--- config.mk ---
export PLATFORM = sky130hd
export DESIGN_NAME = stream_demux
export DESIGN_NICKNAME = d
export VERILOG_FILES = /design/src/rtl/stream_demux.sv
export SDC_FILE = /design/constraint.sdc
export NUM_CORES = 1
export LEC_CHECK = 0
export BUFFER_PORTS_ARGS = -buffer_cell sky130_fd_sc_hd__clkbuf_2
export CORE_MARGIN = 3
export CORE_UTILIZATION = 35
export DETAILED_ROUTE_END_ITERATION = 12
export GPL_ROUTABILITY_DRIVEN = 0
export PLACE_DENSITY = 0.66
export SYNTH_ARGS = -nofsm -noshare
export SYNTH_HDL_FRONTEND = slang
export SYNTH_SLANG_ARGS = --single-unit
--- constraint.sdc ---
create_clock -name clk_i -period 2.8 [get_ports clk_i]
set_clock_uncertainty 0.05 [all_clocks]
set_input_delay 0.42 -clock clk_i [delete_from_list [all_inputs] [get_ports clk_i]]
set_output_delay 0.42 -clock clk_i [all_outputs]
set_load 0.01 [all_outputs]
--- src/rtl/stream_demux.sv ---
// One-to-NumSel stream demultiplexer with a one-entry skid register per output port.
// Optional sticky out-of-range select flag err_o is built in with STREAM_DEMUX_ERR_EN.
module stream_demux #(
  parameter int unsigned DataWidth = 32,
  parameter int unsigned NumSel = 4,
  localparam int unsigned NumSelWidth = (NumSel > 1) ? $clog2(NumSel) : 1
) (
  input  logic                             clk_i,
  input  logic                             rst_i,
  input  logic [NumSelWidth-1:0]           sel_i,
  input  logic [DataWidth-1:0]             data_i,
  input  logic                             valid_i,
  output logic                             ready_o,
  output logic [NumSel-1:0][DataWidth-1:0] data_o,
  output logic [NumSel-1:0]                valid_o,
  input  logic [NumSel-1:0]                ready_i
`ifdef STREAM_DEMUX_ERR_EN
  ,
  output logic                             err_o
`endif
);

  logic [NumSel-1:0]                full_q, full_d;
  logic [NumSel-1:0][DataWidth-1:0] buf_q, buf_d;

  logic [NumSel-1:0] sel_hit;
  logic [NumSel-1:0] port_rdy;
  logic [NumSel-1:0] push;
  logic [NumSel-1:0] pop;
  logic              in_range;
  logic              xfer;

  // Decode by comparison rather than indexing so out-of-range selects never index past NumSel.
  always_comb begin
    sel_hit = '0;
    for (int k = 0; k < NumSel; k++) begin
      sel_hit[k] = (sel_i == NumSelWidth'(k));
    end
  end

  assign in_range = |sel_hit;
  assign port_rdy = ~full_q | ready_i;

  // Out-of-range beats are always accepted and dropped.
  assign ready_o = !rst_i && (in_range ? |(sel_hit & port_rdy) : 1'b1);
  assign xfer    = valid_i && ready_o;
  assign push    = sel_hit & {NumSel{xfer}};
  assign pop     = full_q & ready_i;

  always_comb begin
    full_d = full_q;
    buf_d  = buf_q;
    for (int k = 0; k < NumSel; k++) begin
      full_d[k] = push[k] | (full_q[k] & ~pop[k]);
      if (push[k]) begin
        buf_d[k] = data_i;
      end
    end
  end

  always_ff @(posedge clk_i) begin
    if (rst_i) begin
      full_q <= '0;
      buf_q  <= '0;
    end else begin
      full_q <= full_d;
      buf_q  <= buf_d;
    end
  end

  assign valid_o = full_q;
  assign data_o  = buf_q;

`ifdef STREAM_DEMUX_ERR_EN
  logic err_q, err_d;

  assign err_d = err_q | (xfer & ~in_range);

  always_ff @(posedge clk_i) begin
    if (rst_i) begin
      err_q <= 1'b0;
    end else begin
      err_q <= err_d;
    end
  end

  assign err_o = err_q;
`endif

endmodule
==> flow_metrics.py <==
metrics = {
    "pwr": {
        "sw_frac_of_total_pct": 25.3,
        "power_density_mw_per_mm2": 641,
        "clkPwrFrac_pct": 48.0,
        "seqPwrFrac_pct": 42.9,
        "p_switching_w": 0.00116,
        "p_leak_nw": 3.00,
        "p_int_w": 0.00342,
        "p_comb_share_pct": 9.1,
        "ir_worst_vdd_mv": 0.422,
        "fin_total_pwr_w": 0.00458,
    },
    "critical_path": {
        "cpPeakStageDelay_ps": 450,
        "path_buf_inv": 1,
        "crit_path_start_kind": "register",
        "path_max_fanout": 3,
        "cp_cell_sequence": "nor2b_2 > mux4_2 > nor2_1 > clkbuf_2",
        "cp.required_ps": 2330,
        "crit_family": "multiplexers",
        "worstPathArrival_ps": 1630,
        "slowest_stage": "mux4_2",
        "crit_type": "register to output port",
        "worst_setup_path_end_kind": "output port",
    },
    "timing": {
        "finalHoldViolCount": 0,
        "fin_tns_setup_ps": 0,
        "period_share_pct": 75.0,
        "fin_ws_ps": 700,
        "finalSetupViolations": 0,
        "max_freq_mhz": 476,
        "max_slew_margin_pct": 25.7,
        "grt_setup_unrepaired": "no",
        "fin_crit_ps": 2100,
        "worstMarginPinSlew_ps": 1110,
        "drv_slew": 0,
    },
    "hold_path": {
        "hold_class": "input port to register",
    },
    "layout": {
        "multi_input_area_mm2": 0.00260,
        "nets": 795,
        "nFillCells": 1552,
        "register_area_mm2": 0.00264,
        "areaGrowthSynthToFinish_pct": 25.9,
        "final_layout_size_suffix_gt1_share_pct": 30.9,
        "final_util_pct": 46.1,
        "diodes": 0,
    },
    "logic_synthesis": {
        "synth.most_common_cell": "dfxtp_1",
        "synth_edf_count": 0,
        "synth_area_mm2": 0.00568,
        "synthesis.nets": 682,
        "yosysTopAreaCellShare_pct": 46.5,
        "synth_area_per_cell_um2": 8.87,
        "synthTopCellsByArea": "dfxtp_1, nand4_1, o31ai_1",
        "async_flop_share_pct": 0,
        "synth_seq_area_share_pct": 46.5,
        "ys_types": 23,
        "yosys_warnings": 0,
        "yosysTopAreaCell": "dfxtp_1",
        "synthFlopType": "dfxtp_1",
        "synth_common_cells": "dfxtp_1, nand4_1, clkbuf_1",
        "postSynthCellCount": 641,
        "synth-seq-cells": 132,
    },
    "placement": {
        "port_buffers": 173,
        "place_hpwl_um": 12600,
        "pre_cts_ws_ps": 726,
    },
    "job": {
        "maxCapViolCount": 0,
    },
    "detailed_routing": {
        "highest_layer": "met4",
        "drt-pass1-iter-count": 5,
        "met1_length_um": 9060,
        "wl_met2_um": 9290,
        "vias": 5967,
        "first_iter_violations": 622,
        "drcViolationCount": 0,
        "wl_per_cell_um": 21.1,
        "ant_nets": 0,
        "drt_wl_total_um": 20600,
        "wl_met3_um": 1970,
        "vias_per_cell": 6.10,
    },
    "grt": {
        "antenna_found_initial": 0,
        "grt_pass1_wl_um": 32700,
        "grt_overflow": 0,
        "grt_pass1_vias": 5630,
        "grt_use_total_pct": 22.9,
        "grt_start_max_net_pins": 90,
    },
    "clock_network": {
        "clock_path_buffers": 2,
        "post_cts_buffers": 0,
        "clk_latency_ps": 420,
        "cts_buffers": 17,
        "h-tree-depth": 4,
        "cts_tree": "done",
        "hold_buffers": 0,
        "cts.sinks": 132,
        "clk_pin_slew_ps": 60,
        "cts-root-buf": "clkbuf_16",
        "cts_resized": 0,
    },
    "die": {
        "die_h_um": 133,
        "start_util_pct": 36.6,
        "die_x_um": 133,
        "io_pins": 174,
        "rows": 45,
        "die_area_mm2": 0.0178,
        "core-area_mm2": 0.0155,
    },
    "status": {
        "status": "finished clean",
    },
}
==> path summary, 6_finish.rpt <==
check / slack (ps) / to / cells after the start / startpoint
max: 700 / ready_o / 4 / valid_o[2]
min: 230 / data_o[93] / 3 / data_i[29]
max reg2reg: 1400 / data_o[68] / 4 / valid_o[2]
min reg2reg: 420 / data_o[25] / 2 / data_o[25]
==> registers in the layout (all words and copies together), names as in the netlist <==
signal,cells
valid_o,4
data_o,128
==> cell families after synthesis <==
| logic type | share of synthesized area (%) |
|---|---|
| buffers and inverters | 8.26 |
| DFF | 46.5 |
| muxes | 0.396 |
| and+or+nand+nor | 20.3 |
| AOI/OAI and AO/OA | 24.6 |
==> metal layers <==
metal | global-route usage (%) | vias up
li1 | - | 2752
met1 | 32.7 | 2879
met2 | 34.4 | 307
met3 | 5.10 | 29
met4 | 7.43 | 0
met5 | 0 | -
==> power by group through the flow <==
stage,sequential (W),combinational [W],clock (W)
after floorplan,0.00203,0.000207,0
after global placement,0.00201,0.000408,0
after detailed placement,0.00201,0.000411,0
after CTS,0.00197,0.000412,0.00223
after global routing,0.00197,0.000450,0.00231
final,0.00197,0.000416,0.00220
==> per-stage QoR <==
step                hold slack [ps]  area, um^2  std cells
floorplan                       437        5680        641
global placement                403        6580        946
detailed placement              409        6580        946
CTS                             216        7160        978
global route                    238        7160        978
finish                          230        7160        978
==> layout by cell type (no fill, tap or decap), types with 2 or more instances in the layout <==
cell type,count
clkbuf_2,171
nand2b_1,4
buf_4,21
clkinv_2,6
o311ai_2,2
clkbuf_1,2
clkbuf_16,17
bufinv_16,2
nand3_1,2
buf_12,2
clkinvlp_4,2
o311ai_1,26
o311ai_0,36
nand3b_1,3
nand2_1,64
o31ai_1,64
nor2b_4,3
nand4_1,128
clkbuf_8,3
dfxtp_1,132
a21oi_1,68
==> final cells by class <==
class / count / share of cell area, %
inverter: 2 / 0.140
sequential: 132 / 36.9
clock inverter: 10 / 1.47
timing repair buffer: 195 / 14.8
multi-input combinational: 406 / 36.4
clock buffer: 22 / 6.63
tap: 211 / 3.69
==> worst reg2reg max path, stage by stage, from the launching register on <==
cell	delay, ps
dfxtp_1	320
nor2b_2	160
buf_4	250
o311ai_0	420
nand2_1	90
Power figures use the tool's default switching activity.
